### src/rtl/dcache_wt.sv
// Direct-mapped, write-through, no-write-allocate data cache for the memory stage.
// Define DCACHE_WT_PERF_EN to add the saturating perf_hits / perf_misses counters.
module dcache_wt #(
    parameter int SETS  = 8,
    parameter int WORDS = 4
) (
    input  logic        clk,
    input  logic        rst,
    input  logic        req_valid,
    input  logic        req_we,
    input  logic [2:0]  req_width,
    input  logic [31:0] req_addr,
    input  logic [31:0] req_wdata,
    output logic [31:0] rdata,
    output logic        stall,
    output logic        mem_req,
    output logic        mem_we,
    output logic [31:0] mem_addr,
    output logic [31:0] mem_wdata,
    output logic [3:0]  mem_be,
    input  logic [31:0] mem_rdata,
    input  logic        mem_ack
`ifdef DCACHE_WT_PERF_EN
    ,
    output logic [31:0] perf_hits,
    output logic [31:0] perf_misses
`endif
);

    localparam int WB = $clog2(WORDS);
    localparam int IB = $clog2(SETS);
    localparam int TB = 32 - 2 - WB - IB;
    localparam int LW = 32 - 2 - WB;

    typedef enum logic [1:0] {S_IDLE, S_REFILL, S_WRITE, S_RESP} state_t;

    state_t          state_q, state_d;
    logic [WB-1:0]   cnt_q, cnt_d;
    logic [LW-1:0]   line_q, line_d;
    logic [SETS-1:0] valid_q, valid_d;
    logic [TB-1:0]   tag_q  [SETS];
    logic [31:0]     data_q [SETS][WORDS];

    logic [1:0]      req_off;
    logic [WB-1:0]   req_word;
    logic [IB-1:0]   req_idx;
    logic [TB-1:0]   req_tag;
    logic [IB-1:0]   line_idx;
    logic [TB-1:0]   line_tag;
    logic            hit;
    logic            is_b, is_h, is_uns;
    logic [1:0]      off_eff;
    logic [31:0]     cache_word, shifted, load_val;
    logic [3:0]      st_be;
    logic [31:0]     st_wdata;
    logic            fill_we, fill_last, merge_we;

    assign req_off  = req_addr[1:0];
    assign req_word = req_addr[WB+1:2];
    assign req_idx  = req_addr[WB+IB+1:WB+2];
    assign req_tag  = req_addr[31:WB+IB+2];
    assign line_idx = line_q[IB-1:0];
    assign line_tag = line_q[LW-1:IB];

    assign hit        = valid_q[req_idx] && (tag_q[req_idx] == req_tag);
    assign cache_word = data_q[req_idx][req_word];

    // Misaligned half at offset 3 and misaligned words fold down to an aligned lane.
    always_comb begin
        is_b    = (req_width[1:0] == 2'b00);
        is_h    = (req_width[1:0] == 2'b01);
        is_uns  = req_width[2];
        off_eff = 2'b00;
        if (is_b)
            off_eff = req_off;
        else if (is_h)
            off_eff = (req_off == 2'd3) ? 2'd2 : req_off;
    end

    always_comb begin
        shifted = cache_word >> {off_eff, 3'b000};
        if (is_b)
            load_val = is_uns ? {24'h0, shifted[7:0]} : {{24{shifted[7]}}, shifted[7:0]};
        else if (is_h)
            load_val = is_uns ? {16'h0, shifted[15:0]} : {{16{shifted[15]}}, shifted[15:0]};
        else
            load_val = cache_word;
    end

    always_comb begin
        if (is_b) begin
            st_be    = 4'b0001 << off_eff;
            st_wdata = {4{req_wdata[7:0]}};
        end else if (is_h) begin
            st_be    = 4'b0011 << off_eff;
            st_wdata = (off_eff == 2'd1) ? {8'h0, req_wdata[15:0], 8'h0} : {2{req_wdata[15:0]}};
        end else begin
            st_be    = 4'b1111;
            st_wdata = req_wdata;
        end
    end

    always_ff @(posedge clk or negedge rst) begin
        if (!rst) begin
            state_q <= S_IDLE;
            cnt_q   <= '0;
            line_q  <= '0;
            valid_q <= '0;
        end else begin
            state_q <= state_d;
            cnt_q   <= cnt_d;
            line_q  <= line_d;
            valid_q <= valid_d;
        end
    end

    always_comb begin
        state_d = state_q;
        case (state_q)
            S_IDLE: begin
                if (req_valid) begin
                    if (req_we)
                        state_d = S_WRITE;
                    else if (!hit)
                        state_d = S_REFILL;
                end
            end
            S_REFILL: if (mem_ack && cnt_q == WB'(WORDS - 1)) state_d = S_RESP;
            S_WRITE:  if (mem_ack) state_d = S_RESP;
            default:  state_d = S_IDLE;
        endcase
    end

    assign fill_we   = (state_q == S_REFILL) && mem_ack;
    assign fill_last = fill_we && (cnt_q == WB'(WORDS - 1));
    assign merge_we  = (state_q == S_WRITE) && mem_ack && hit;

    // The target line is invalidated as the refill starts so an aborted refill never looks valid.
    always_comb begin
        cnt_d   = cnt_q;
        line_d  = line_q;
        valid_d = valid_q;
        if (state_q == S_IDLE && req_valid && !req_we && !hit) begin
            cnt_d            = '0;
            line_d           = req_addr[31:WB+2];
            valid_d[req_idx] = 1'b0;
        end
        if (fill_we)
            cnt_d = cnt_q + WB'(1);
        if (fill_last)
            valid_d[line_idx] = 1'b1;
    end

    always_ff @(posedge clk) begin
        if (fill_we)
            data_q[line_idx][cnt_q] <= mem_rdata;
        if (fill_last)
            tag_q[line_idx] <= line_tag;
        if (merge_we) begin
            for (int i = 0; i < 4; i++)
                if (st_be[i])
                    data_q[req_idx][req_word][8*i +: 8] <= st_wdata[8*i +: 8];
        end
    end

    always_comb begin
        rdata     = '0;
        stall     = 1'b0;
        mem_req   = 1'b0;
        mem_we    = 1'b0;
        mem_addr  = '0;
        mem_wdata = '0;
        mem_be    = '0;
        if (rst) begin
            case (state_q)
                S_IDLE: begin
                    if (req_valid) begin
                        if (req_we || !hit)
                            stall = 1'b1;
                        else
                            rdata = load_val;
                    end
                end
                S_REFILL: begin
                    stall    = 1'b1;
                    mem_req  = 1'b1;
                    mem_be   = 4'b1111;
                    mem_addr = {line_q, cnt_q, 2'b00};
                end
                S_WRITE: begin
                    stall     = 1'b1;
                    mem_req   = 1'b1;
                    mem_we    = 1'b1;
                    mem_addr  = {req_addr[31:2], 2'b00};
                    mem_be    = st_be;
                    mem_wdata = st_wdata;
                end
                default: begin
                    if (!req_we)
                        rdata = load_val;
                end
            endcase
        end
    end

`ifdef DCACHE_WT_PERF_EN
    logic [31:0] perf_hits_q, perf_hits_d;
    logic [31:0] perf_misses_q, perf_misses_d;

    always_ff @(posedge clk or negedge rst) begin
        if (!rst) begin
            perf_hits_q   <= '0;
            perf_misses_q <= '0;
        end else begin
            perf_hits_q   <= perf_hits_d;
            perf_misses_q <= perf_misses_d;
        end
    end

    always_comb begin
        perf_hits_d   = perf_hits_q;
        perf_misses_d = perf_misses_q;
        if (state_q == S_IDLE && req_valid && !req_we) begin
            if (hit && perf_hits_q != 32'hFFFF_FFFF)
                perf_hits_d = perf_hits_q + 32'd1;
            if (!hit && perf_misses_q != 32'hFFFF_FFFF)
                perf_misses_d = perf_misses_q + 32'd1;
        end
    end

    assign perf_hits   = perf_hits_q;
    assign perf_misses = perf_misses_q;
`endif

endmodule

### config.mk
export PLATFORM = sky130hd
export DESIGN_NAME = dcache_wt
export DESIGN_NICKNAME = d
export VERILOG_FILES = /design/src/rtl/dcache_wt.sv
export SDC_FILE = /design/constraint.sdc
export NUM_CORES = 1
export LEC_CHECK = 0
export ABC_AREA = 1
export CAP_MARGIN = 5
export CORE_ASPECT_RATIO = 1.5
export CORE_UTILIZATION = 30
export CTS_CLUSTER_DIAMETER = 150
export DETAILED_ROUTE_END_ITERATION = 7
export PLACE_DENSITY = 0.51
export RECOVER_POWER = 50
export SYNTH_ARGS = -nofsm -noshare
export SYNTH_HDL_FRONTEND = slang
export SYNTH_SLANG_ARGS = --single-unit
### constraint.sdc
create_clock -name clk -period 4.7 [get_ports clk]
set_input_delay 0.47 -clock clk [delete_from_list [all_inputs] [get_ports clk]]
set_output_delay 0.47 -clock clk [all_outputs]
set_load 0.02 [all_outputs]
# Word-level counts from Yosys, hierarchy flattened
# Memory sizes are Yosys's and may differ from the RTL's.
# Index checks and enable logic that the tools add are counted.
[op_classes]
add_sub_neg = 1
multipliers = 0
div_mod_pow = 0
order_cmp = 8
n_eq_ne = 11
shifts = 3
muxes = 463
n_bitwise = 389
reduce_logical = 22
[ops]
columns = ["op", "count"]
rows = [
  ["128-bit 2-to-1 mux", 7],
  ["32-bit 2-to-1 mux", 18],
  ["1-bit 2-to-1 mux", 405],
  ["1-bit OR", 384],
  ["32-bit demux with 2-bit select", 5],
  ["32-bit one-hot mux with 2 select lines", 2],
  ["128-bit OR reduction", 1],
  ["32-bit binary-select mux with 2-bit select", 1],
  ["32-bit by 5-bit >> shifter with 16-bit output", 1],
  ["25-bit equality test", 1],
  ["24-bit 2-to-1 mux", 1],
  ["8-bit 2-to-1 mux", 3],
  ["2-bit 2-to-1 mux", 10],
  ["16-bit 2-to-1 mux", 1],
  ["1-bit logical AND", 13],
  ["4-bit 2-to-1 mux", 3],
  ["8-bit bitwise AND", 1],
  ["3-bit by 4-bit less-than comparator with 1-bit output (second input constant)", 2],
  ["8-bit inverter", 1],
  ["8-bit OR", 1],
  ["4-bit one-hot mux with 2 select lines", 1],
  ["1-bit demux with 3-bit select", 2],
  ["2-bit by 1-bit equality test with 1-bit output (second input constant)", 3],
  ["2-bit equality test (second input constant)", 3],
  ["19 further kinds", 27],
]
[totals]
ff_bits = 40
latch_bits = 0
ramBits = 1224
romBits = 0
input_bits = 104
out_inout_bits = 103
wordCells = 903
n_memories = 2
[mem_list]
columns = ["memory", "depth", "word_bits", "read_ports", "rd_ports_with_merged_regs", "write_ports", "line", "rtl"]
rows = [
  ["data_q", 8, 128, 1, 0, 1, "42", "logic [31:0] data_q [SETS][WORDS];"],
  ["tag_q", 8, 25, 1, 0, 1, "41", "logic [TB-1:0] tag_q [SETS];"],
]

# Logic depth before layout (Yosys ltp)
# Gate-level depths: netlist of run 1.
[logic_depth]
ltp_word = 15
mapped_depth = 22
ltp_nobuf = 20

# Worst setup path before layout of run 1
# No wires, ideal clock.
[synth_timing]
path_type = "input -> register"
startpoint = "input port req_addr[1]"
endpoint = "memory data_q[0][106] in the netlist's numbering, data pin"
setup_ps = 454
arrival_time_ps = 3745
t_required_ps = 4246
setup_slack_ps = 501
stages = 13
path_buffers = 3
path_cell_list = "inv_1 -> o21ai_0 -> nor2_1 -> clkbuf_1 -> clkbuf_1 -> ha_1 -> inv_1 -> nor2_1 -> nor2_1 -> clkbuf_1 -> nand2_1 -> o21ai_0 -> o21ai_0"
[synth_between]
elab_chain_cells = 15
elab_cells_between_ends = 413
classes_between = "2 x eq/ne; 2 x shift; 24 x mux; 384 x bitwise; 1 x reduce/logical"
[synth_rtl]
columns = ["element", "line", "rtl"]
rows = [
  ["start: declaration", "12", "input logic [31:0] req_addr,"],
  ["2-bit equality test", "77", "off_eff = (req_off == 2'd3) ? 2'd2 : req_off;"],
  ["2-bit 2-to-1 mux", "77", ""],
  ["2-bit 2-to-1 mux", "76", "else if (is_h)"],
  ["2-bit 2-to-1 mux *", "74", "if (is_b)"],
  ["2-bit by 2-bit << shifter with 4-bit output", "95", "st_be = 4'b0011 << off_eff;"],
  ["4-bit 2-to-1 mux", "94", "end else if (is_h) begin"],
  ["4-bit 2-to-1 mux", "91", "if (is_b) begin"],
  ["1-bit 2-to-1 mux", "161", "if (st_be[i])"],
  ["1-bit 2-to-1 mux", "159", "if (merge_we) begin"],
  ["128-bit 2-to-1 mux (not written as such)", "162", "data_q[req_idx][req_word][8*i +: 8] <= st_wdata[8*i +: 8];"],
  ["1-bit OR (no line) (3 in a row)", "--", ""],
  ["128-bit OR reduction (no line)", "--", ""],
  ["128-bit 2-to-1 mux (no line) *", "--", ""],
  ["end: declaration", "42", ""],
]
# Every way passes the cells marked *; elsewhere a longest branch is shown, timed or not. The select of a mux whose other input is x is not followed.

# Final worst setup path of run 1
[layout_timing]
startpoint = "input port req_addr[6]"
endpoint = "output port rdata[2]"
[layout_between]
elab_chain_cells = 12
elab_cells_between_ends = 21
classes_between = "1 x eq/ne; 1 x shift; 14 x mux; 3 x reduce/logical; 2 x memory"
[layout_rtl]
columns = ["element", "line", "rtl"]
rows = [
  ["memory read 8 x 128 bit", "--", ""],
  ["32-bit binary-select mux with 2-bit select", "66", "assign cache_word = data_q[req_idx][req_word];"],
  ["32-bit 2-to-1 mux (not written as such) (2 in a row)", "66", ""],
  ["32-bit by 5-bit >> shifter with 16-bit output", "81", "shifted = cache_word >> {off_eff, 3'b000};"],
  ["32-bit 2-to-1 mux", "85", "load_val = is_uns ? {16'h0, shifted[15:0]} : {{16{shifted[15]}}, shifted[15:0]};"],
  ["32-bit 2-to-1 mux", "84", "else if (is_h)"],
  ["32-bit 2-to-1 mux", "82", "if (is_b)"],
  ["32-bit 2-to-1 mux", "178", "if (req_we || !hit)"],
  ["32-bit 2-to-1 mux", "177", "if (req_valid) begin"],
  ["32-bit one-hot mux with 2 select lines *", "175", "case (state_q)"],
  ["32-bit 2-to-1 mux *", "174", "if (rst) begin"],
  ["end: declaration", "14", "output logic [31:0] rdata,"],
]
# Marks and branches as above.

==> results of run 1 <==
-- how the worst max path moves through the flow --
stage | startpoint | end | slack, ns | depth (start not counted)
after floorplan | req_addr[1] | data_q[0][106] | 0.50 | 13
after global routing | state_q[0] | mem_addr[2] | 0.006 | 6
after CTS | req_addr[5] | rdata[29] | 0.01 | 18
final | req_addr[6] | rdata[2] | 0.22 | 18
after global placement | req_addr[6] | rdata[13] | -0.04 | 17
after detailed placement | req_addr[6] | rdata[13] | 0.008 | 17
-- per-stage QoR --
stage          worst slack, ns  hold WS [ns]
2_1_floorplan            0.501         0.174
3_3_place_gp           -0.0369         0.488
3_5_place_dp           0.00845         0.497
4_1_cts                0.00967         0.340
5_1_grt                0.00635         0.393
6_report                 0.219         0.412
-- cells in the mapped netlist, types with 14 or more instances --
master,number,area (um^2)
inv_2,23,86.3
buf_4,19,143
a41oi_1,29,254
nand4_1,40,250
o21ai_0,673,3370
a21oi_1,72,360
nor2_2,85,532
o221ai_1,14,123
clkbuf_1,125,469
o22ai_1,126,788
nor2_1,1020,3830
dfrtp_1,40,1000
buf_2,85,425
nand2_1,590,2210
nand3_1,124,621
buf_6,14,158
edfxtp_1,1224,36800
inv_1,266,998
buf_1,18,67.6
o21ai_1,28,140
-- final cells by class --
cell class                      count  area, um^2
Sequential cell                  1264       37800
Timing Repair Buffer              651        6400
Clock inverter                     81        1110
Fill cell                       17200      111000
Multi-Input combinational cell   2896       13400
Antenna cell                        1        2.50
Inverter                          293        1120
Tap cell                         2292        2870
Clock buffer                      139        3080
-- where the power goes --
| part | internal [W] | leakage (nW) | switching (W) |
|---|---|---|---|
| Clock | 0.00597 | 2.05 | 0.00440 |
| Combinational | 0.00114 | 10.4 | 0.00264 |
| Sequential | 0.0129 | 11.5 | 0.000396 |
-- logic make-up (layout without fill, tap and decap cells) --
family          after synthesis  count (layout)
compound gates              980             980
fa+ha+maj                    12              12
buf+inv                     554            1164
flops                      1264            1264
other cells                   1               3
simple gates               1902            1902
-- metal layers --
layer,global-route usage (%),wire [um],part of all wire (%)
met4,4.83,3820,2.2
met2,33.9,88600,51
met1,23.6,70400,41
met5,0,31,0.018
met3,2.48,9780,5.7
-- placed cells by master, fill, tap and decap left out, types with 7 or more instances in the layout --
cell / instances
a21oi_1: 71
a221oi_1: 7
a41oi_1: 29
buf_12: 96
buf_4: 252
bufinv_16: 23
clkbuf_1: 51
clkbuf_16: 118
clkbuf_2: 55
clkdlybuf4s50_1: 141
clkinv_1: 20
clkinv_2: 30
dfrtp_1: 40
dlygate4sd3_1: 33
dlymetal6s2s_1: 29
edfxtp_1: 1224
ha_1: 12
inv_1: 268
inv_2: 20
nand2_1: 590
nand2_4: 7
nand3_1: 125
nand3_4: 7
nand4_1: 40
nor2_1: 1060
nor2_2: 41
nor3_1: 7
o21ai_0: 656
o21ai_1: 21
o21ai_2: 24
o221ai_1: 14
o22ai_1: 126
-- critical path, stage by stage --
cell and delay, ns:
clkdlybuf4s50_1 0.51, buf_12 0.16, inv_2 0.08, nor2_4 0.14, buf_12 0.25, nand3_1 0.10, nand2_1 0.09, nor2_1 0.05
nand2_1 0.06, and2_0 0.21, nand3_1 0.10, nor2_1 0.22, nand2_1 0.16, o22ai_1 0.18, nand2_2 0.20, buf_4 0.24
nor2_1 0.13, clkdlybuf4s50_1 0.62
-- sequential cells by signal (all words and copies together), names as in the netlist --
register and flops:
data_q 1024, tag_q 200, line_q 28, valid_q 8, cnt_q 2, state_q 2
-- what timing repair did --
item                                   in CTS  in global routing
setup endpoints to repair                   2                 32
hold buffers                                1                  0
pin swaps                                   0                  0
endpoints found under the hold margin      40                  0
gates resized for setup                     3                 31
==> reports/results.txt, run 1 <==
Height of the die: 519 um
Req. time, crit path: 4.23 ns
Warnings from Yosys: 0
Library cells used by synthesis: 49
# clock sinks: 1264
Post-synthesis simple-gate area fraction: 14.7%
RR Endpoint: data_q[1][68]
Flop2flop setup slack: 0.53 ns
Clk_skew: 0.0765 ns
Core area: 177000 um^2
Layout area overhead: 22.9%
Vias in the first global route: 36.8k
Post-layout util: 37.1%
Final Critical Period: 4.48 ns
All-layer global routing usage: 18.8%
Pin count of the biggest net entering global routing: 121
Boundary Pins: 207
Max frequency: 223 MHz
Worst-Skew Late Latency: 0.78 ns
Horiz. Die Dim: 347 um
Final hold violations: 0
EDFF count, synth: 1224
Primary FF master, synth: edfxtp_1
Hold Path Class: input port to flip-flop
CP max FO: 32
Adder-cell share of the synthesized area: 0.281%
Final #Nets: 5338
Share of layout cells above drive strength 1: 13.4%
Total Power: 0.0275 W
Seq/Total Area, Yosys: 70.6%
Starting Density: 30.2%
Mux share of post-synthesis cell area: 0%
Setup Crit Path Kind: input port to output pin
# rows: 189
Total gr overflow: 0
Hold Path Depth: 3
Worst R2R Path Depth: 21
GPL Wtd Cong: 0.910
RSZ-0062 raised after global routing: false
HP Start: req_addr[14]
Worst-case clock buffer depth: 3
Routed wire length: 173 mm
CP arrival: 4.01 ns
ANT nets after route: 0
Htree depth: 3
Slew at the pin with the worst max-slew slack: 3.10 ns
Post-CTS Setup Repair Bufs: 0
Placed cell area: 62400 um^2
Post-synthesis register bit count: 1264
Element type at the critical path end: output pin
DP HPWL: 115 mm
DR vias/cell: 4.94
Initial antenna violation count: 3
Failing checks: capacitance limit, slew limit
Post-route cell area: 65700 um^2
Synth Area in Compound Gates: 10.0%
Vias: 37.6k
DR WL/cell: 22.7 um
VDD IR max: 0.317 mV
I/O Buffers: 204
Max-Cap Viols: 8
Worst Hold Path EP: line_q[10]
Syn_area_per_cell: 11.3 um^2
DRT Pass-1 Iters: 6
Starting DRT DRC Count: 2856
CTS Buf Count: 116
Dpl cells: 7395
Die area: 180000 um^2
Post-Layout Cell Count: 7617
Final setup fails: 0
Relative slew slack: -108%
Power Density: 418 nW/um^2
Largest family of logic cells by synthesized area: simple AND/OR/NAND/NOR gates
Final number of max-transition violations: 181
Root buffer cell: clkbuf_16
Run status: complete, but fails checks
DRC violations left: 0
Setup TNS: 0 ns
CTS tree: done
Synthesized cell area: 53500 um^2
Tcrit/Tclk final: 95.4%
Leak: 24.0 nW
Startpoint Class: input port
Worst-path clk slew: 0.07 ns
XOR/XNOR share of the synthesized area: 0%
First-pass GRT wire length: 251 mm
Async SR Flop Fraction: 3.16%
Worst R2R Start: tag_q[7][16]
Gate Count Post-Synth: 4713
Power figures use the tool's default switching activity.
==> run 2: changes to the inputs <==
Settings changed: SLEW_MARGIN set to 40.
==> run 2 against run 1 <==
Net effect: the flow still finishes with violations (capacitance limit, slew limit); sequential power is essentially flat; clock power shrank 9.9%; cell count about the same; largest cell class unchanged; die area stayed put; sequential cell count did not move; via count shrank 0.23%; clock-buffer cell count increased by 4.
==> reports/results.txt, run 2 (synthesis gave the netlist of run 1 again) <==
Run status: complete, but fails checks
Failing checks: capacitance limit, slew limit
Die area: 180000 um^2 (unchanged)
First-pass GRT wire length: 251 mm (-0.13%)
CP max FO: 32 (unchanged)
# clock sinks: 1264 (unchanged)
Largest register by flop count: data_q
Leak: 24.0 nW (about the same)
Worst-case clock buffer depth: 3 (unchanged)
Htree depth: 3 (unchanged)
Layout area overhead: 23.2%
Worst slack at placement: -0.0295 ns (-0.0379 ns)
# rows: 189 (unchanged)
Height of the die: 519 um (unchanged)
GPL Wtd Cong: 0.910 (unchanged)
Clk_skew: 0.0606 ns (-0.0159 ns)
Worst R2R Path Depth: 18 (-14%)
Power Density: 403 nW/um^2 (-3.5%)
Hold Path Depth: 3 (unchanged)
Vias in the first global route: 36.9k (+0.26%)
Hold Path Class: input port to flip-flop
Setup Crit Path Kind: input port to flip-flop
ANT nets after route: 0 (unchanged)
Flop2flop setup slack: 0.52 ns (about the same)
Req. time, crit path: 5.16 ns (+0.93 ns)
Most frequent cells in the layout: 1224 x edfxtp_1, 1018 x nor2_1, 659 x o21ai_0
DR WL/cell: 22.5 um (-0.55%)
Max frequency: 223 MHz (-0.29%)
Post-layout util: 37.2% (+0.098 points)
Worst Hold Path EP: line_q[10]
I/O Buffers: 204 (unchanged)
DP HPWL: 116 mm (+0.81%)
Placed cell area: 62600 um^2 (+0.35%)
DRC violations left: 0 (unchanged)
Tcrit/Tclk final: 95.6% (+0.27 points)
Final setup fails: 0 (unchanged)
Routed wire length: 172 mm (-0.46%)
Final #Nets: 5349 (+0.21%)
Root buffer cell: clkbuf_16
Element type at the critical path end: flip-flop
Worst R2R Start: tag_q[6][16]
Boundary Pins: 207 (unchanged)
Top Registers: data_q (1024), tag_q (200), line_q (28)
HP Start: req_addr[14]
Worst-path clk slew: 0.06 ns (about the same)
Leading cell type in the layout, fill and taps excluded: edfxtp_1
Starting Density: 30.2% (unchanged)
Fillers: 17.2k (-0.064%)
Final hold violations: 0 (unchanged)
Pin count of the biggest net entering global routing: 121 (unchanged)
Final number of max-transition violations: 51 (-72%)
RSZ-0062 raised after global routing: false
Final setup margin: 0.206 ns (-0.0129 ns)
All-layer global routing usage: 18.8% (-0.063 points)
Relative slew slack: -48.9% (+59 points)
CTS Buf Count: 117 (+0.86%)
Share of layout cells above drive strength 1: 14.2% (+0.73 points)
Startpoint Class: input port
Core area: 177000 um^2 (unchanged)
CTS tree: done
CP arrival: 4.96 ns (+0.95 ns)
Final Critical Period: 4.49 ns (+0.0129 ns)
Vias: 37.5k (-0.23%)
Hold slack: 0.420 ns (+0.00841 ns)
DRT Pass-1 Iters: 5 (-1)
RR Endpoint: data_q[7][48]
Worst-Skew Late Latency: 0.78 ns (about the same)
VDD IR max: 0.302 mV (-4.6%)
Horiz. Die Dim: 347 um (unchanged)
Max-Cap Viols: 3 (-5)
Slew at the pin with the worst max-slew slack: 2.22 ns (-0.878 ns)
DR vias/cell: 4.92 (-0.32%)
Max reg flops: 1024 (unchanged)
Post-route cell area: 65900 um^2 (+0.26%)
Total gr overflow: 0 (unchanged)
Starting DRT DRC Count: 2987 (+4.6%)
Initial antenna violation count: 4 (+1)
[run 2: per-layer routing]
| layer | share of wire (%) | track usage [%] | up-vias |
|---|---|---|---|
| met4 | 2.8 | 6.00 | 4 |
| met3 | 5.5 | 2.60 | 227 |
| met2 | 51 | 33.4 | 1165 |
| li1 | - | - | 17500 |
| met1 | 41 | 23.3 | 18600 |
| met5 | 0.016 | 0 | - |
[run 2: through the flow]
stage	instances	power, W	setup TNS [ns]
2_1_floorplan	4714	0.0153	0
3_3_place_gp	7395	0.0175	-0.0369
3_5_place_dp	7405	0.0176	-0.0404
4_1_cts	7622	0.0269	0
5_1_grt	7624	0.0275	0
6_report	7624	0.0266	0
[run 2: repair_timing]
item / 4_1_cts / 5_1_grt
hold endpoints to repair: 40 / 0
endpoints found under the setup margin: 17 / 32
gates resized for setup: 4 / 32
setup buffers: 0 / 0
hold buffers: 1 / 0
[run 2: worst max-delay path by stage]
stage,cells past startpoint,startpoint,slack [ns],to
6_report,21,req_addr[5],0.21,data_q[7][48]
5_1_grt,21,req_addr[6],0.01,data_q[7][16]
4_1_cts,19,req_addr[6],0.02,rdata[23]
3_5_place_dp,19,req_addr[5],-0.03,rdata[29]
3_3_place_gp,17,req_addr[6],-0.04,rdata[13]
2_1_floorplan,13,req_addr[1],0.50,data_q[0][106]
[run 2: area by class of cell]
class                      count  area (um^2)  area share [%]
antenna                        1         2.50         0.00380
clock buffer                 143         3060            4.64
clock inverter                74          693            1.05
inverter                     293         1120            1.70
multi-input combinational   2896        13500            20.5
sequential                  1264        37800            57.3
tap                         2292         2870            4.35
timing repair buffer         661         6900            10.5
[run 2: power by group]
group          internal, W  total, W  switching (W)
clock network      0.00508   0.00937        0.00429
logic              0.00122   0.00390        0.00268
registers           0.0129    0.0133       0.000391
[run 2: critical path, cell delays in order]
cell             delay [ns]
clkdlybuf4s50_1        0.46
buf_12                 0.18
nand2_4                0.10
clkinv_2               0.11
buf_12                 0.19
nand3_1                0.10
nand2_1                0.08
o21ai_0                0.26
clkbuf_1               0.23
nand2_1                0.07
nor2_1                 0.18
nand2_1                0.12
nor2_1                 0.11
nand2_1                0.08
nor2_1                 0.35
o211ai_1               0.20
nand2_2                0.14
inv_2                  0.11
clkbuf_2               0.41
o21ai_2                0.30
clkbuf_2               0.63
